### src/rtl/instr_encoder_if.sv
// instr_encoder_if: descriptor input stream, word output stream and program control of instr_encoder.
interface instr_encoder_if #(parameter int ADDR_WIDTH = 8);
   logic                  start_i;
   logic [ADDR_WIDTH-1:0] base_addr_i;
   logic                  valid_i;
   logic                  ready_o;
   logic                  last_i;
   logic [4:0]            mnem_i;
   logic [4:0]            rs_i;
   logic [4:0]            rt_i;
   logic [4:0]            rd_i;
   logic [4:0]            shamt_i;
   logic [15:0]           imm_i;
   logic [25:0]           target_i;
   logic                  word_valid_o;
   logic                  word_ready_i;
   logic [31:0]           word_o;
   logic [ADDR_WIDTH-1:0] addr_o;
   logic                  done_o;
   logic                  err_o;
   modport master (
      output start_i, base_addr_i, valid_i, last_i, mnem_i, rs_i, rt_i, rd_i, shamt_i, imm_i, target_i, word_ready_i,
      input  ready_o, word_valid_o, word_o, addr_o, done_o, err_o
   );
   modport slave (
      input  start_i, base_addr_i, valid_i, last_i, mnem_i, rs_i, rt_i, rd_i, shamt_i, imm_i, target_i, word_ready_i,
      output ready_o, word_valid_o, word_o, addr_o, done_o, err_o
   );
endinterface

### src/rtl/instr_encoder.sv
// instr_encoder: packs MIPS instruction descriptors into addressed words through a 2-entry skid buffer.
// Define ENCODER_DELAY_SLOT_PAD_EN to follow every J/JAL/JR/BEQ/BNE word with a NOP at the next address.
module instr_encoder #(parameter int ADDR_WIDTH = 8) (
   input  logic           clk_i,
   input  logic           rst_i,
   instr_encoder_if.slave bus
);
   typedef enum logic [1:0] {IDLE, RUN, DRAIN} state_t;
   state_t                state_q, state_d;
   logic [1:0]            cnt_q, cnt_d;
   logic                  rd_q, rd_d;
   logic [ADDR_WIDTH-1:0] addr_q, addr_d;
   logic                  err_q, err_d;
   logic [31:0]           wbuf_q [2];
   logic [31:0]           wbuf_d [2];
   logic [ADDR_WIDTH-1:0] abuf_q [2];
   logic [ADDR_WIDTH-1:0] abuf_d [2];
   logic [31:0]           enc, push_word;
   logic                  legal, accept, pop, push, pend, begin_ok;
`ifdef ENCODER_DELAY_SLOT_PAD_EN
   logic                  pad_q, pad_d, pad_push, br;
   assign pend = pad_q;
`else
   assign pend = 1'b0;
`endif
   assign bus.ready_o      = state_q == RUN && cnt_q != 2'd2 && !pend;
   assign bus.word_valid_o = cnt_q != 2'd0;
   assign bus.word_o       = bus.word_valid_o ? wbuf_q[rd_q] : '0;
   assign bus.addr_o       = bus.word_valid_o ? abuf_q[rd_q] : '0;
   assign bus.done_o       = state_q == DRAIN && cnt_q == 2'd0 && !pend;
   assign bus.err_o        = err_q;
   always_comb begin
      legal = 1'b1;
      enc = '0;
      case (bus.mnem_i)
         5'd0:    enc = {11'd0, bus.rt_i, bus.rd_i, bus.shamt_i, 6'h00};
         5'd1:    enc = {11'd0, bus.rt_i, bus.rd_i, bus.shamt_i, 6'h02};
         5'd2:    enc = {11'd0, bus.rt_i, bus.rd_i, bus.shamt_i, 6'h03};
         5'd3:    enc = {6'd0, bus.rs_i, 15'd0, 6'h08};
         5'd4:    enc = {6'd0, bus.rs_i, bus.rt_i, bus.rd_i, 5'd0, 6'h20};
         5'd5:    enc = {6'd0, bus.rs_i, bus.rt_i, bus.rd_i, 5'd0, 6'h22};
         5'd6:    enc = {6'd0, bus.rs_i, bus.rt_i, bus.rd_i, 5'd0, 6'h24};
         5'd7:    enc = {6'd0, bus.rs_i, bus.rt_i, bus.rd_i, 5'd0, 6'h25};
         5'd8:    enc = {6'd0, bus.rs_i, bus.rt_i, bus.rd_i, 5'd0, 6'h2a};
         5'd9:    enc = {6'h02, bus.target_i};
         5'd10:   enc = {6'h03, bus.target_i};
         5'd11:   enc = {6'h04, bus.rs_i, bus.rt_i, bus.imm_i};
         5'd12:   enc = {6'h05, bus.rs_i, bus.rt_i, bus.imm_i};
         5'd13:   enc = {6'h08, bus.rs_i, bus.rt_i, bus.imm_i};
         5'd14:   enc = {6'h0a, bus.rs_i, bus.rt_i, bus.imm_i};
         5'd15:   enc = {6'h0c, bus.rs_i, bus.rt_i, bus.imm_i};
         5'd16:   enc = {6'h0d, bus.rs_i, bus.rt_i, bus.imm_i};
         5'd17:   enc = {6'h23, bus.rs_i, bus.rt_i, bus.imm_i};
         5'd18:   enc = {6'h2b, bus.rs_i, bus.rt_i, bus.imm_i};
         default: legal = 1'b0;
      endcase
   end
   always_comb begin
      accept = bus.valid_i && bus.ready_o;
      pop = bus.word_valid_o && bus.word_ready_i;
      begin_ok = state_q == IDLE && bus.start_i;
`ifdef ENCODER_DELAY_SLOT_PAD_EN
      br = bus.mnem_i inside {5'd3, 5'd9, 5'd10, 5'd11, 5'd12};
      pad_push = pad_q && cnt_q != 2'd2;
      pad_d = (accept && legal && br) || (pad_q && !pad_push);
      push = (accept && legal) || pad_push;
      push_word = pad_push ? 32'd0 : enc;
`else
      push = accept && legal;
      push_word = enc;
`endif
      cnt_d = cnt_q + 2'(push) - 2'(pop);
      rd_d = rd_q ^ pop;
      wbuf_d = wbuf_q;
      abuf_d = abuf_q;
      // push is only possible with a free slot, so the tail sits at head + occupancy
      if (push) begin
         wbuf_d[rd_q ^ cnt_q[0]] = push_word;
         abuf_d[rd_q ^ cnt_q[0]] = addr_q;
      end
      addr_d = begin_ok ? bus.base_addr_i : push ? addr_q + ADDR_WIDTH'(1) : addr_q;
      err_d = begin_ok ? 1'b0 : (accept && !legal) || err_q;
      state_d = begin_ok ? RUN : (state_q == RUN && accept && bus.last_i) ? DRAIN : bus.done_o ? IDLE : state_q;
   end
   always_ff @(posedge clk_i or posedge rst_i) begin
      if (rst_i) begin
         state_q <= IDLE;
         cnt_q <= '0;
         rd_q <= 1'b0;
         addr_q <= '0;
         err_q <= 1'b0;
         wbuf_q <= '{default: '0};
         abuf_q <= '{default: '0};
`ifdef ENCODER_DELAY_SLOT_PAD_EN
         pad_q <= 1'b0;
`endif
      end else begin
         state_q <= state_d;
         cnt_q <= cnt_d;
         rd_q <= rd_d;
         addr_q <= addr_d;
         err_q <= err_d;
         wbuf_q <= wbuf_d;
         abuf_q <= abuf_d;
`ifdef ENCODER_DELAY_SLOT_PAD_EN
         pad_q <= pad_d;
`endif
      end
   end
endmodule

### src/flat_wrapper.sv
// flat-port wrapper written by rule: the top's interface ports become plain ports
module instr_encoder_flat 
#(parameter int ADDR_WIDTH = 8)
  (clk_i, rst_i, bus_start_i, bus_base_addr_i, bus_valid_i, bus_last_i, bus_mnem_i, bus_rs_i, bus_rt_i, bus_rd_i, bus_shamt_i, bus_imm_i, bus_target_i, bus_word_ready_i, bus_ready_o, bus_word_valid_o, bus_word_o, bus_addr_o, bus_done_o, bus_err_o);
  instr_encoder_if #(.ADDR_WIDTH(ADDR_WIDTH)) bus_i ();
  input  logic clk_i;
  input  logic rst_i;
  input wire logic [$bits(bus_i.start_i)-1:0] bus_start_i;
  input wire logic [$bits(bus_i.base_addr_i)-1:0] bus_base_addr_i;
  input wire logic [$bits(bus_i.valid_i)-1:0] bus_valid_i;
  input wire logic [$bits(bus_i.last_i)-1:0] bus_last_i;
  input wire logic [$bits(bus_i.mnem_i)-1:0] bus_mnem_i;
  input wire logic [$bits(bus_i.rs_i)-1:0] bus_rs_i;
  input wire logic [$bits(bus_i.rt_i)-1:0] bus_rt_i;
  input wire logic [$bits(bus_i.rd_i)-1:0] bus_rd_i;
  input wire logic [$bits(bus_i.shamt_i)-1:0] bus_shamt_i;
  input wire logic [$bits(bus_i.imm_i)-1:0] bus_imm_i;
  input wire logic [$bits(bus_i.target_i)-1:0] bus_target_i;
  input wire logic [$bits(bus_i.word_ready_i)-1:0] bus_word_ready_i;
  output wire logic [$bits(bus_i.ready_o)-1:0] bus_ready_o;
  output wire logic [$bits(bus_i.word_valid_o)-1:0] bus_word_valid_o;
  output wire logic [$bits(bus_i.word_o)-1:0] bus_word_o;
  output wire logic [$bits(bus_i.addr_o)-1:0] bus_addr_o;
  output wire logic [$bits(bus_i.done_o)-1:0] bus_done_o;
  output wire logic [$bits(bus_i.err_o)-1:0] bus_err_o;
  assign bus_i.start_i = bus_start_i;
  assign bus_i.base_addr_i = bus_base_addr_i;
  assign bus_i.valid_i = bus_valid_i;
  assign bus_i.last_i = bus_last_i;
  assign bus_i.mnem_i = bus_mnem_i;
  assign bus_i.rs_i = bus_rs_i;
  assign bus_i.rt_i = bus_rt_i;
  assign bus_i.rd_i = bus_rd_i;
  assign bus_i.shamt_i = bus_shamt_i;
  assign bus_i.imm_i = bus_imm_i;
  assign bus_i.target_i = bus_target_i;
  assign bus_i.word_ready_i = bus_word_ready_i;
  assign bus_ready_o = bus_i.ready_o;
  assign bus_word_valid_o = bus_i.word_valid_o;
  assign bus_word_o = bus_i.word_o;
  assign bus_addr_o = bus_i.addr_o;
  assign bus_done_o = bus_i.done_o;
  assign bus_err_o = bus_i.err_o;
  instr_encoder #(.ADDR_WIDTH(ADDR_WIDTH)) u_core (.clk_i(clk_i), .rst_i(rst_i), .bus(bus_i));
endmodule
### config.mk
export PLATFORM = sky130hd
export DESIGN_NAME = instr_encoder_flat
export DESIGN_NICKNAME = d
export VERILOG_FILES = /design/src/rtl/instr_encoder_if.sv /design/src/rtl/instr_encoder.sv /design/src/flat_wrapper.sv
export SDC_FILE = /design/constraint.sdc
export NUM_CORES = 1
export LEC_CHECK = 0
export ABC_CLOCK_PERIOD_IN_PS = 3120
export BUFFER_PORTS_ARGS = -buffer_cell sky130_fd_sc_hd__clkbuf_2
export CAP_MARGIN = 5
export CORE_MARGIN = 5
export CORE_UTILIZATION = 45
export CTS_CLUSTER_DIAMETER = 100
export DETAILED_ROUTE_END_ITERATION = 10
export PLACE_DENSITY = 0.81
export SYNTH_ARGS = -nofsm -noshare
export SYNTH_HDL_FRONTEND = slang
export SYNTH_SLANG_ARGS = --single-unit
### constraint.sdc
create_clock -name clk_i -period 3.12 [get_ports clk_i]
set_input_delay 0.156 -clock clk_i [delete_from_list [all_inputs] [get_ports clk_i]]
set_output_delay 0.156 -clock clk_i [all_outputs]
set_load 0.05 [all_outputs]
## Word level (Yosys, flattened, before mapping)

Index checks and enable logic that the tools add are counted.

- Register bits: 94
- Bits of input ports: 81
- Output and inout bits: 44

- $add $sub $neg: 3
- $lt $le $gt $ge: 3
- Equal/unequal tests: 21
- Mux-type cells: 22
- Bitwise gates (word level): 4
- Reductions and logical operators: 19

Operator list:

| kind | number |
|---|---|
| $pmux 32 s19 | 1 |
| $mux 32 | 5 |
| $bwmux 64 | 1 |
| $mux 8 | 7 |
| $eq 5x4->1 const B | 8 |
| $demux 32 s1 | 1 |
| $eq 5x3->1 const B | 4 |
| $reduce_or 19->1 | 1 |
| $bwmux 16 | 1 |
| $eq 5x5->1 const B | 3 |
| $eq 5x2->1 const B | 2 |
| $logic_and 1x1->1 | 10 |
| $add 8x1->8 const B | 1 |
| $demux 8 s1 | 1 |
| $mux 2 | 3 |
| $eq 5x1->1 const B | 1 |
| $logic_not 5->1 | 1 |
| $ge 2x2->1 const B | 2 |
| $logic_not 2->1 | 2 |
| $not 1->2 | 2 |
| $reduce_bool 2->1 | 2 |
| $reduce_bool 3->1 | 1 |
| $add 2x1->2 | 1 |
| $eq 2x1->1 const B | 1 |
| other kinds (8) | 10 |

## Longest topological paths before layout

- Word-level depth: 7
- Mapped depth: 9
- Mapped depth without buffers: 8

## Worst setup path after synthesis

OpenSTA, ideal clock, no wires.

- Path kind: register -> output
- Start: register u_core.cnt_q[0]
- End: output bus_done_o
- Arrival: 2078 ps
- Slack: 886 ps
- Cell stages (with the launch flop): 4
- Cell sequence: dfrtp_1 -> nor2_1 -> inv_1 -> nor3b_1

- Cells in the longest elaborated chain, start to end: 2

RTL lines:

| element | RTL line | text |
|---|---|---|
| from (decl) | instr_encoder.sv:10 | `logic [1:0] cnt_q, cnt_d;` |
| from (signal assigned) | instr_encoder.sv:99 | `cnt_q <= cnt_d;` |
| $logic_not 2->1 | instr_encoder.sv:30 | `assign bus.done_o = state_q == DRAIN && cnt_q == 2'd0 && !pend;` |
| $logic_and 1x1->1 | instr_encoder.sv:30 |  |
| to (decl) | flat_wrapper.sv:24 | `output wire logic [$bits(bus_i.done_o)-1:0] bus_done_o;` |

No other way between the ends.

## Final worst setup path

- Start: register u_core.state_q[1]
- End: register u_core.wbuf_q[42] (netlist bit)

- Cells in the longest elaborated chain, start to end: 4

RTL lines:

| element | RTL line | text |
|---|---|---|
| from (decl) | instr_encoder.sv:9 | `state_t state_q, state_d;` |
| from (signal assigned) | instr_encoder.sv:98 | `state_q <= state_d;` |
| $eq 2x1->1 | instr_encoder.sv:26 | `assign bus.ready_o = state_q == RUN && cnt_q != 2'd2 && !pend;` |
| $logic_and 1x1->1 | instr_encoder.sv:26 |  |
| $logic_and 1x1->1 | instr_encoder.sv:59 | `accept = bus.valid_i && bus.ready_o;` |
| $logic_and 1x1->1 | instr_encoder.sv:69 | `push = accept && legal;` |
| to (signal assigned) | instr_encoder.sv:103 | `wbuf_q <= wbuf_d;` |
| to (decl) | instr_encoder.sv:14 | `logic [31:0] wbuf_q [2];` |

No other way between the ends.
A chain may end at the register's enable or synchronous reset.

==> results.txt <==
The flow ran to the end, and the final reports show no timing, DRC or antenna violations. By area the synthesized netlist is led by sky130_fd_sc_hd__dfrtp_1 47%, sky130_fd_sc_hd__nor2_1 8.5%, sky130_fd_sc_hd__mux2i_1 8.2%. The clock arrives with 11.6 ps of skew. The fraction of the cycle the final worst path needs came out at 0.770. Among all cell types in the netlist, the one instantiated most often is sky130_fd_sc_hd__nor2_1. The buffer depth of the longest clock path came out at 2. By count the netlist is led by 110 x sky130_fd_sc_hd__nor2_1, 92 x sky130_fd_sc_hd__dfrtp_1, 45 x sky130_fd_sc_hd__a21oi_1. The final layout contains routed wiring with a total length of 11.9 mm.

The clock reaches the later pin of the worst-skew pair after 360 ps. The count of pins over their slew limit was 0. Of the synthesized area, sequential elements account for 0.474.

The worst-case setup margin in the final layout is 717 ps. The most critical setup path has its endpoint at u_core.wbuf_q[42]. The ratio of routed vias to standard cells came out at 5.39. The leakage dissipation is 2.77 nW. The met1 track demand over resource in global routing is 0.249.

The number of violations of the max-capacitance limit is 0. Of the cells placed in the final design, the portion with a size suffix greater than 1 is 0.300. The met2 demand-to-capacity share in global routing came out at 0.311. The TritonCTS buffer count is 9. After synthesis, the netlist uses 46 different library cells. The number of endpoints with negative hold slack in the final report came to 0. The worst path arrival time came out at 2700 ps. The detailed router's first-iteration violation count came out at 476.

Yosys printed 0 warnings. The total area inside the core boundary comes to 10700 sq um. The number of diodes is 0. The setup check on the worst reg-to-reg path leaves a slack of 720 ps. The post-synthesis adder-cell area fraction is 0.0119. STA classifies the critical path startpoint as a flop. The DRC violation count after routing came out at 0.

The critical path is of the flop to flop type. The mux share of post-synthesis cell area is 0.138. The clock power share is 0.118. Derived from the worst setup path, the maximum achievable clock frequency is 416 MHz. The actual slew at the worst max-slew pin came out at 896 ps.

In this run the worst setup path begins at u_core.state_q[1]. sky130_fd_sc_hd__dfrtp_1 takes more of the synthesized area than any other cell. The first-pass GRT wire length came out at 19.5 mm. The half-perimeter wire length after placement came out at 8.61 mm.

The number of enable-type register cells in the synthesized netlist is 0. The number of endpoints failing setup at the final stage is 0. The share of synthesized area in the top cell type comes to 0.474. The die width came out at 114 um. The worst slack at placement came out at 526 ps.

The chip height came out at 114 um. The fraction of the mapped netlist area in compound gates came out at 0.150. In this run the power spent charging and discharging nets is 3.54 mW. The number of instances in the synthesized netlist is 503. The worst min-delay path class is input port to flop. The worst-case headroom to the max-slew limit came out at 0.403.

The weighted congestion at the end of routability-driven global placement is 0.782. The initial core utilization came out at 0.454. Setup repair after global routing left no endpoint under its margin. The kind of end point of the critical path is a flop. The biggest fanout along the worst timing path is 46. The area occupied by registers came out at 2300 sq um. In this run the critical register-to-register path is launched from u_core.state_q[1]. The total negative slack for setup checks is 0 ps. The summed area of non-filler cells in the final layout is 5760 sq um. The number of global-route vias before repair is 4082.

After detailed placement, the total cell area comes to 5520 sq um. The critical path required time is 3420 ps. The worst register-to-register path ends at u_core.wbuf_q[42].

The total vias in the final route came out at 4101. For this run, asynchronously set or reset flops after synthesis account for 1.00. For this run, the total global-route usage over all layers was measured as 0.185. The synthesized netlist net count is 587.

The final net count is 700. The met3 usage is 0.0286. The root buffer cell chosen for the clock tree is sky130_fd_sc_hd__clkbuf_8. The shortest period the worst path allows came out at 2400 ps.

The count of pins on the block boundary came out at 125. The switching portion of total power is 0.520. The dominant combinational cell family by area after synthesis is compound AO/OA/AOI/OAI gates. The total power per unit cell area came out at 1180 nW/um^2. The layer flagged by global routing as most heavily used is met2. The XOR/XNOR share of the synthesized area is 0.0253. The share of power burned in registers came out at 0.318.

The simple logic cell fraction of the synthesized area is 0.144. Summing every instance area after synthesis gives 4850 sq um. The maximum number of pins on one net before global-route repair came out at 54. The peak supply drop is 0.703 mV. The initial antenna violation count came to 0. The post-detailed-route count of antenna-violating nets came out at 0. The worst-case reg-to-reg path depth is 7. The per-instance average area after synthesis is 9.65 sq um. The number of register bits inferred by synthesis is 92.

The number of detailed-routing iterations run before antenna repair is 5. The post-detailed-route wirelength per cell is 15.6 um. For this run the aggregate overflow at the end of global routing stands at 0.

The initialized floorplan defines 38 standard-cell rows. Clock tree synthesis found a total of 92 sinks. The port buffer count came out at 123. The floorplan die area is 13000 sq um. The area added between synthesis and finish is 18.6%. The post-CTS resize count is 0. The H-tree depth came out at 3. The clock-pin slew on the worst setup and hold paths is 110 ps.

The share of total power dissipated in combinational logic is 0.564. Summing all multi-input logic gate instances after layout gives 2290 sq um. In the synthesized netlist the dominant register cell turns out to be sky130_fd_sc_hd__dfrtp_1.

The CTS tree is yes. The cell-internal power came out at 3.26 mW. The count of fill cells added during filler insertion is 974.
power by group through the flow:
stage                     Combinational [mW]  Sequential, mW  Clock [mW]
after floorplan                         3.07            2.09           0
after global placement                  3.77            2.14           0
after detailed placement                3.86            2.19           0
after CTS                               3.87            2.16       0.829
after global routing                    4.14            2.24       0.879
final                                   3.83            2.16       0.804
metal layers:
layer	vias to the layer above	part of all wire	wire (um)
li1	1974	-	-
met1	1959	0.43	5170
met2	147	0.48	5750
met3	21	0.067	802
met4	0	0.016	187
met5	-	0	0
worst max-delay path, stage by stage, from the launching register on:
cell and delay [ps]:
sky130_fd_sc_hd__dfrtp_1 410, sky130_fd_sc_hd__nand2b_1 230, sky130_fd_sc_hd__a2111oi_4 340, sky130_fd_sc_hd__buf_4 230
sky130_fd_sc_hd__and2b_4 560, sky130_fd_sc_hd__buf_4 360, sky130_fd_sc_hd__nor2_1 70, sky130_fd_sc_hd__a21oi_1 120
final cells by class:
cell class | instances | share of cell area
clock inverters | 7 | 0.0133
multi-input cells | 364 | 0.398
well taps | 140 | 0.0304
clock buffers | 9 | 0.0215
inverters | 9 | 0.00608
repair buffers | 140 | 0.131
flip-flops and latches | 92 | 0.400
state kept, by name, indices dropped and copies added (netlist names):
register,count
u_core.cnt_q,2
u_core.wbuf_q,62
u_core.rd_q,1
u_core.abuf_q,16
u_core.state_q,2
u_core.addr_q,8
u_core.bus.err_o,1
worst min path at each step:
| stage | slack, ps | endpoint | from | depth (start not counted) |
|---|---|---|---|---|
| after global placement | 340 | u_core.abuf_q[5] | rst_i | 2 |
| after CTS | 0.4 | u_core.addr_q[2] | bus_base_addr_i[2] | 3 |
| after detailed placement | 350 | u_core.abuf_q[5] | rst_i | 2 |
| final | 9 | u_core.addr_q[2] | bus_base_addr_i[2] | 3 |
| after global routing | 5 | u_core.addr_q[2] | bus_base_addr_i[2] | 3 |
| after floorplan | 270 | u_core.addr_q[0] | bus_base_addr_i[0] | 2 |
per-stage QoR:
step                instances  power, mW  hold slack [ps]  utilization
finish                    761       6.79             9.04        0.538
floorplan                 503       5.16              273            -
CTS                       761       6.86            0.398        0.538
detailed placement        741       6.04              354        0.516
global route              761       7.26             5.30        0.538
global placement          741       5.91              337        0.516
cells in the final DEF (no fill, tap or decap), types with 3 or more instances in the layout:
cell type,n
sky130_fd_sc_hd__a21oi_1,45
sky130_fd_sc_hd__inv_1,8
sky130_fd_sc_hd__dlygate4sd3_1,4
sky130_fd_sc_hd__buf_4,13
sky130_fd_sc_hd__inv_6,3
sky130_fd_sc_hd__a22o_1,6
sky130_fd_sc_hd__a31oi_1,22
sky130_fd_sc_hd__a222oi_1,5
sky130_fd_sc_hd__mux2i_1,40
sky130_fd_sc_hd__nor2_1,109
sky130_fd_sc_hd__inv_8,3
sky130_fd_sc_hd__o22ai_1,3
sky130_fd_sc_hd__dfrtp_1,91
sky130_fd_sc_hd__clkbuf_2,123
sky130_fd_sc_hd__nand2_1,32
sky130_fd_sc_hd__xnor2_1,6
sky130_fd_sc_hd__nand2b_1,6
sky130_fd_sc_hd__clkbuf_8,9
sky130_fd_sc_hd__nand4_1,5
sky130_fd_sc_hd__o21ai_0,14
sky130_fd_sc_hd__ha_1,3
sky130_fd_sc_hd__mux2_2,24
sky130_fd_sc_hd__xor2_1,8
sky130_fd_sc_hd__nor2b_1,3
logic make-up (layout without fill, tap and decap cells):
group                      after synthesis  count (layout)
AOI/OAI and AO/OA                      112             112
xor gates and xnor gates                14              14
adders and majority gates                5               5
buffers and inverters                   47             165
DFF                                     92              92
muxes                                   64              64
other                                    1               1
and+or+nand+nor                        168             168
timing repair:
action | in CTS | in global routing
setup buffers | 0 | 0
hold buffers | 4 | 0
hold endpoints to repair | 54 | 0
(Power assumes the default switching activity.)
